File: src/rtl/shake_reject_sampler.sv
// rtl/shake_reject_sampler.sv - unpacks SHAKE256 words into 24-bit candidates and rejection-samples them
// Accepted candidates stream out; force_done ends the upstream squeeze once the request is met.
module shake_reject_sampler #(
  parameter int          WIN    = 32,
  parameter int          CW     = 24,
  parameter int unsigned THRESH = 32'd16767881,
  parameter int          CNT_W  = 16,
  parameter int          BUF_W  = WIN + CW
) (
  input  logic             clk,
  input  logic             rst,
  input  logic             start,
  input  logic [CNT_W-1:0] num_req,
  input  logic             din_valid,
  output logic             din_ready,
  input  logic [WIN-1:0]   din,
  output logic             dout_valid,
  input  logic             dout_ready,
  output logic [CW-1:0]    dout,
  output logic             busy,
  output logic             done,
  output logic             force_done
);

  localparam int              FILL_W   = $clog2(BUF_W + 1);
  localparam logic [FILL_W-1:0] CW_F   = FILL_W'(CW);
  localparam logic [FILL_W-1:0] WIN_F  = FILL_W'(WIN);
  localparam logic [CW-1:0]   THRESH_C = CW'(THRESH);

  typedef enum logic [1:0] {
    S_IDLE,
    S_RUN,
    S_DONE
  } state_t;

  state_t             state_q;
  state_t             state_d;
  logic [CNT_W-1:0]   num_req_q;
  logic [CNT_W-1:0]   acc_cnt;
  logic [FILL_W-1:0]  fill;
  logic [BUF_W-1:0]   bit_buf;

  logic               in_run;
  logic               pending;
  logic               word_hs;
  logic               extract_en;
  logic [CW-1:0]      cand;
  logic               reject;
  logic               out_free;
  logic               load;
  logic               shift_out;
  logic               last_hs;

  // Fill (fill < CW) and extraction (fill >= CW) are disjoint, so the buffer
  // never shifts in and out in the same cycle.
  always_comb begin
    in_run     = (state_q == S_RUN);
    pending    = (acc_cnt < num_req_q);
    din_ready  = in_run && (fill < CW_F) && pending;
    word_hs    = din_valid && din_ready;
    extract_en = in_run && (fill >= CW_F) && pending;
    cand       = bit_buf[CW-1:0];
    reject     = (cand >= THRESH_C);
    out_free   = !dout_valid || dout_ready;
    load       = extract_en && !reject && out_free;
    shift_out  = extract_en && (reject || out_free);
    last_hs    = in_run && dout_valid && dout_ready && (acc_cnt == num_req_q);
  end

  always_comb begin
    state_d = state_q;
    case (state_q)
      S_IDLE: begin
        if (start) begin
          state_d = (num_req == '0) ? S_DONE : S_RUN;
        end
      end
      S_RUN: begin
        if (last_hs) begin
          state_d = S_DONE;
        end
      end
      S_DONE:  state_d = S_IDLE;
      default: state_d = S_IDLE;
    endcase
  end

  always_ff @(posedge clk or negedge rst) begin
    if (!rst) begin
      state_q <= S_IDLE;
    end else begin
      state_q <= state_d;
    end
  end

  always_ff @(posedge clk or negedge rst) begin
    if (!rst) begin
      num_req_q  <= '0;
      acc_cnt    <= '0;
      fill       <= '0;
      bit_buf    <= '0;
      dout       <= '0;
      dout_valid <= 1'b0;
    end else begin
      if (state_q == S_IDLE && start) begin
        num_req_q <= num_req;
        acc_cnt   <= '0;
        fill      <= '0;
        bit_buf   <= '0;
      end else begin
        // Bits above fill are always zero, so OR-ing the new word in places it at fill.
        if (word_hs) begin
          bit_buf <= bit_buf | (BUF_W'(din) << fill);
          fill    <= fill + WIN_F;
        end else if (shift_out) begin
          bit_buf <= bit_buf >> CW;
          fill    <= fill - CW_F;
        end
        if (load) begin
          acc_cnt <= acc_cnt + 1'b1;
        end
      end

      if (load) begin
        dout       <= cand;
        dout_valid <= 1'b1;
      end else if (dout_valid && dout_ready) begin
        dout_valid <= 1'b0;
      end
    end
  end

  assign busy       = (state_q != S_IDLE);
  assign done       = (state_q == S_DONE);
  assign force_done = (state_q == S_DONE);

endmodule

File: config.mk
export PLATFORM = sky130hd
export DESIGN_NAME = shake_reject_sampler
export DESIGN_NICKNAME = d
export VERILOG_FILES = /design/src/rtl/shake_reject_sampler.sv
export SDC_FILE = /design/constraint.sdc
export NUM_CORES = 1
export LEC_CHECK = 0
export BUFFER_PORTS_ARGS = -buffer_cell sky130_fd_sc_hd__buf_2
export CAP_MARGIN = 20
export CORE_MARGIN = 1
export CORE_UTILIZATION = 54
export CTS_BUF_LIST = sky130_fd_sc_hd__clkbuf_8
export DETAILED_ROUTE_END_ITERATION = 8
export PLACE_DENSITY_LB_ADDON = 0.08
export SYNTH_ARGS = -nofsm -noshare
export SYNTH_HDL_FRONTEND = slang
export SYNTH_SLANG_ARGS = --single-unit
File: constraint.sdc
create_clock -name clk -period 2.4 [get_ports clk]
set_input_delay 0.36 -clock clk [delete_from_list [all_inputs] [get_ports clk]]
set_output_delay 0.36 -clock clk [all_outputs]
set_load 0.02 [all_outputs]
==> Flow_metrics.wiki <==
{| class="wikitable"
! Metric !! Value
|-
| Synth cell count leaders || dfrtp_1, nand2_1, a21oi_1, o21ai_0, mux2_2
|-
| Fin. max-slew vios || 0
|-
| Crit start category || flip-flop
|-
| Endpoint type of the worst setup path || output port
|-
| Filler-free cell count of the finished design || 915
|-
| Number of max-cap violations || 0
|-
| Cell types with the largest area share after synthesis || dfrtp_1, mux2_2, a21oi_1
|-
| Total number of yosys warnings || 0
|-
| Vias after detailed routing || 5959
|-
| Fmax achieved || 361.3 MHz
|-
| Status || finished with violations
|-
| Number of diodes added for antenna fixing || 0
|-
| Violations in the final reports || setup timing
|-
| Crit path arrival time || 2410 ps
|-
| Slack of the critical path || -367.6 ps
|-
| Skew-Pair Late Insertion Delay || 460 ps
|-
| Effective utilization at floorplan || 0.5623
|-
| Part of the power in registers || 0.298
|-
| Number of flip-flops and latches in the synthesized netlist || 118
|-
| Largest stage delay on the critical path || 400 ps
|-
| Sum of routed wire segments on met1 || 8.550 mm
|-
| Final hold vios || 0
|-
| Clk sinks || 118
|-
| Detailed-route DRC error count || 0
|-
| Crit path buf inv count || 2
|-
| WL/cell || 22.21 µm
|-
| Internal power contribution || 6.290 mW
|-
| Data required time of the worst path || 2040 ps
|-
| Hold Path Origin || num_req[0]
|-
| Area growth from synthesis to layout || 41.88%
|-
| Worst R2R End || acc_cnt[7]
|-
| Number of ports placed on the die boundary || 82
|-
| Largest delay contributor family on the critical path || simple AND/OR/NAND/NOR gates
|-
| Net switching share of the total power || 0.4302
|-
| Gp weighted congestion || 0.9292
|-
| Slew at the pin with the worst max-slew slack || 948.9 ps
|-
| Sum of met3 wire segment lengths after detailed routing || 1.864 mm
|-
| Layout Nets || 833
|-
| Iteration count of the initial detailed-routing pass || 6
|-
| Period utilisation layout || 1.153
|-
| Leading area contributor after synthesis || dfrtp_1
|-
| Detailed-placement wirelength estimate || 12.04 mm
|-
| Top-count cell post-synth || dfrtp_1
|-
| Drt via density || 6.513
|-
| Cell depth of the worst hold path || 3
|-
| ANT nets after route || 0
|-
| Final Total Pwr || 11.04 mW
|-
| Via count of the first global-routing pass || 5288
|-
| Detailed-route wire length || 20.33 mm
|-
| Initial DRC Count || 650
|-
| Share of synthesized area occupied by flip-flops and latches || 0.4781
|-
| Ordered cell list for the critical path || ha_1, nand4_1, buf_4, nor4_4, o21a_1, or3_4, nor2_4, buf_6
|-
| Ratio of total power to cell area || 1260 mW/mm²
|-
| Global-route wire length before repair || 27.48 mm
|-
| Clk network pwr share || 0.161
|-
| H-tree depth reported by CTS || 4
|-
| Worst reg-to-reg path cell count || 11
|-
| Most used flip-flop cell after synthesis || dfrtp_1
|-
| Count of buffers inserted at the top-level ports || 81
|-
| Register-to-register setup slack || -290 ps
|-
| Maximum clock path buffer count || 2
|-
| Syn Std Cell Area || 0.006176 mm²
|-
| Share of synthesized flip-flops with an asynchronous set or reset || 1.000
|-
| Placed insts || 844
|-
| Critical path class || reg -> out
|-
| Synthesized netlist net count || 699
|-
| Ratio of cells with drive above 1 in the final layout || 0.4310
|-
| Met2 WL post-DR || 9.280 mm
|-
| Post-synthesis cell type count || 47
|-
| Worst-path maximum fanout || 4
|-
| Die Width || 108.9 µm
|-
| Total global routing overflow || 0
|-
| Clk_skew || 13.85 ps
|-
| Clock Tree Root || clkbuf_8
|-
| Highest routed layer || met4
|-
| Num rows || 38
|-
| Final critical path time including I/O delays and setup || 2768 ps
|-
| Fraction of power consumed by combinational cells || 0.540
|-
| Avg Synthesized Cell Area || 9.834 µm²
|-
| Clock buffer count from CTS || 17
|-
| Peak VDD IR || 807.7 µV
|-
| Switching power total || 4.750 mW
|-
| Worst slew margin relative to its limit || 0.3658
|-
| Synthesized instance count || 628
|-
| Leakage power || 3.930 nW
|-
| Fin area || 0.008762 mm²
|-
| Die height || 108.9 µm
|-
| Die footprint || 0.01187 mm²
|-
| Worst-case hold slack || 112.8 ps
|-
| Clock-pin slew of the registers on the worst-case setup and hold paths || 80 ps
|-
| Standard cell core area || 0.01098 mm²
|-
| Pin count of the biggest net entering global routing || 68
|-
| RSZ-0062 raised after global routing || yes
|-
| Global Route Usage Sum || 0.3130
|-
| Slowest cell on the critical path || dfrtp_1
|-
| Worst setup startpoint || acc_cnt[14]
|-
| Min-delay worst type || in -> reg
|-
| Instance area after placement || 0.006958 mm²
|-
| TritonCTS clock tree || built
|-
| Number of antenna violations at the first check in global routing || 0
|-
| Number of setup violations in the final report || 95
|-
| Count of flip-flops with a built-in enable after synthesis || 0
|-
| Total Negative Setup Slacks || -12110 ps
|-
| Endpoint, Worst Hold || num_req_q[0]
|-
| Post-synth top area share || 0.4781
|-
| Worst r2r src || acc_cnt[14]
|}
==> area by class of cell <==
class	count	area [µm²]
clock inverter	13	127.6
clock buffer	19	261.5
multi-input combinational	435	3787
timing repair buffer	161	1349
inverter	29	108.9
fill	677	2221
sequential	118	2953
tap	140	175.2
==> cells by family after synthesis <==
logic type	synth area share
fa+ha+maj	0.03647
compound gates	0.2042
mux	0.09400
buf+inv	0.05146
simple gates	0.1357
flops	0.4781
==> per-layer routing <==
layer  global-route usage  vias to the layer above
li1                     -                     2582
met1               0.4527                     2946
met2               0.4528                      359
met3              0.07472                       72
met4               0.1187                        0
met5                    0                        -
==> how the worst max path moves through the flow <==
stage,endpoint,slack [ps],cells past startpoint
after floorplan,din_ready,70,7
after global placement,bit_buf[20],-240,9
after detailed placement,bit_buf[20],-280,9
after CTS,din_ready,-240,8
after global routing,din_ready,-460,8
final,din_ready,-370,8
==> sequential cells by signal, summed over array words and instances (netlist names) <==
name and count:
bit_buf 56, dout 24, acc_cnt 16, num_req_q 16
fill 3, state_q 2, dout_valid 1
==> timing repair <==
item	4_1_cts	5_1_grt
gates resized for setup	21	167
hold endpoints to repair	51	0
pin swaps	10	51
gates cloned	0	10
hold buffers	1	0
setup buffers	9	22
endpoints found under the setup margin	98	99
==> per-stage QoR <==
step	setup WS (ps)	utilization
floorplan	68.40	-
global placement	-238.7	0.6335
detailed placement	-282.7	0.6335
CTS	-238.1	0.6866
global route	-459.5	0.7978
finish	-367.6	0.7978
==> placed cells by master, fill, tap and decap left out, types with 7 or more instances in the layout <==
cell type	n
o2bb2ai_2	8
a21oi_1	30
nand3_1	8
o21ai_0	36
buf_2	79
o22ai_1	16
nand2_1	57
and2_1	8
clkbuf_8	19
o31ai_4	18
a21oi_2	24
clkbuf_16	7
mux2_2	29
inv_1	28
buf_4	47
o31ai_2	7
a22o_1	11
dfrtp_1	118
nor2_1	8
a22oi_1	8
buf_6	12
a31oi_1	14
buf_12	11
nand4_1	8
nor2_4	8
nand2b_1	12
mux2i_1	22
ha_1	16
==> worst min-delay path, stage by stage <==
cell     delay [ps]
buf_2            90
nand2_1          40
nand2_1          50
==> power by group through the flow <==
stage / Clock [mW] / Sequential (mW) / Combinational, mW
floorplan: 0 / 3.30 / 2.43
global placement: 0 / 3.16 / 3.87
detailed placement: 0 / 3.19 / 3.95
CTS: 1.79 / 3.15 / 4.05
global route: 1.87 / 3.37 / 6.26
finish: 1.78 / 3.29 / 5.97
(Power assumes the default switching activity.)
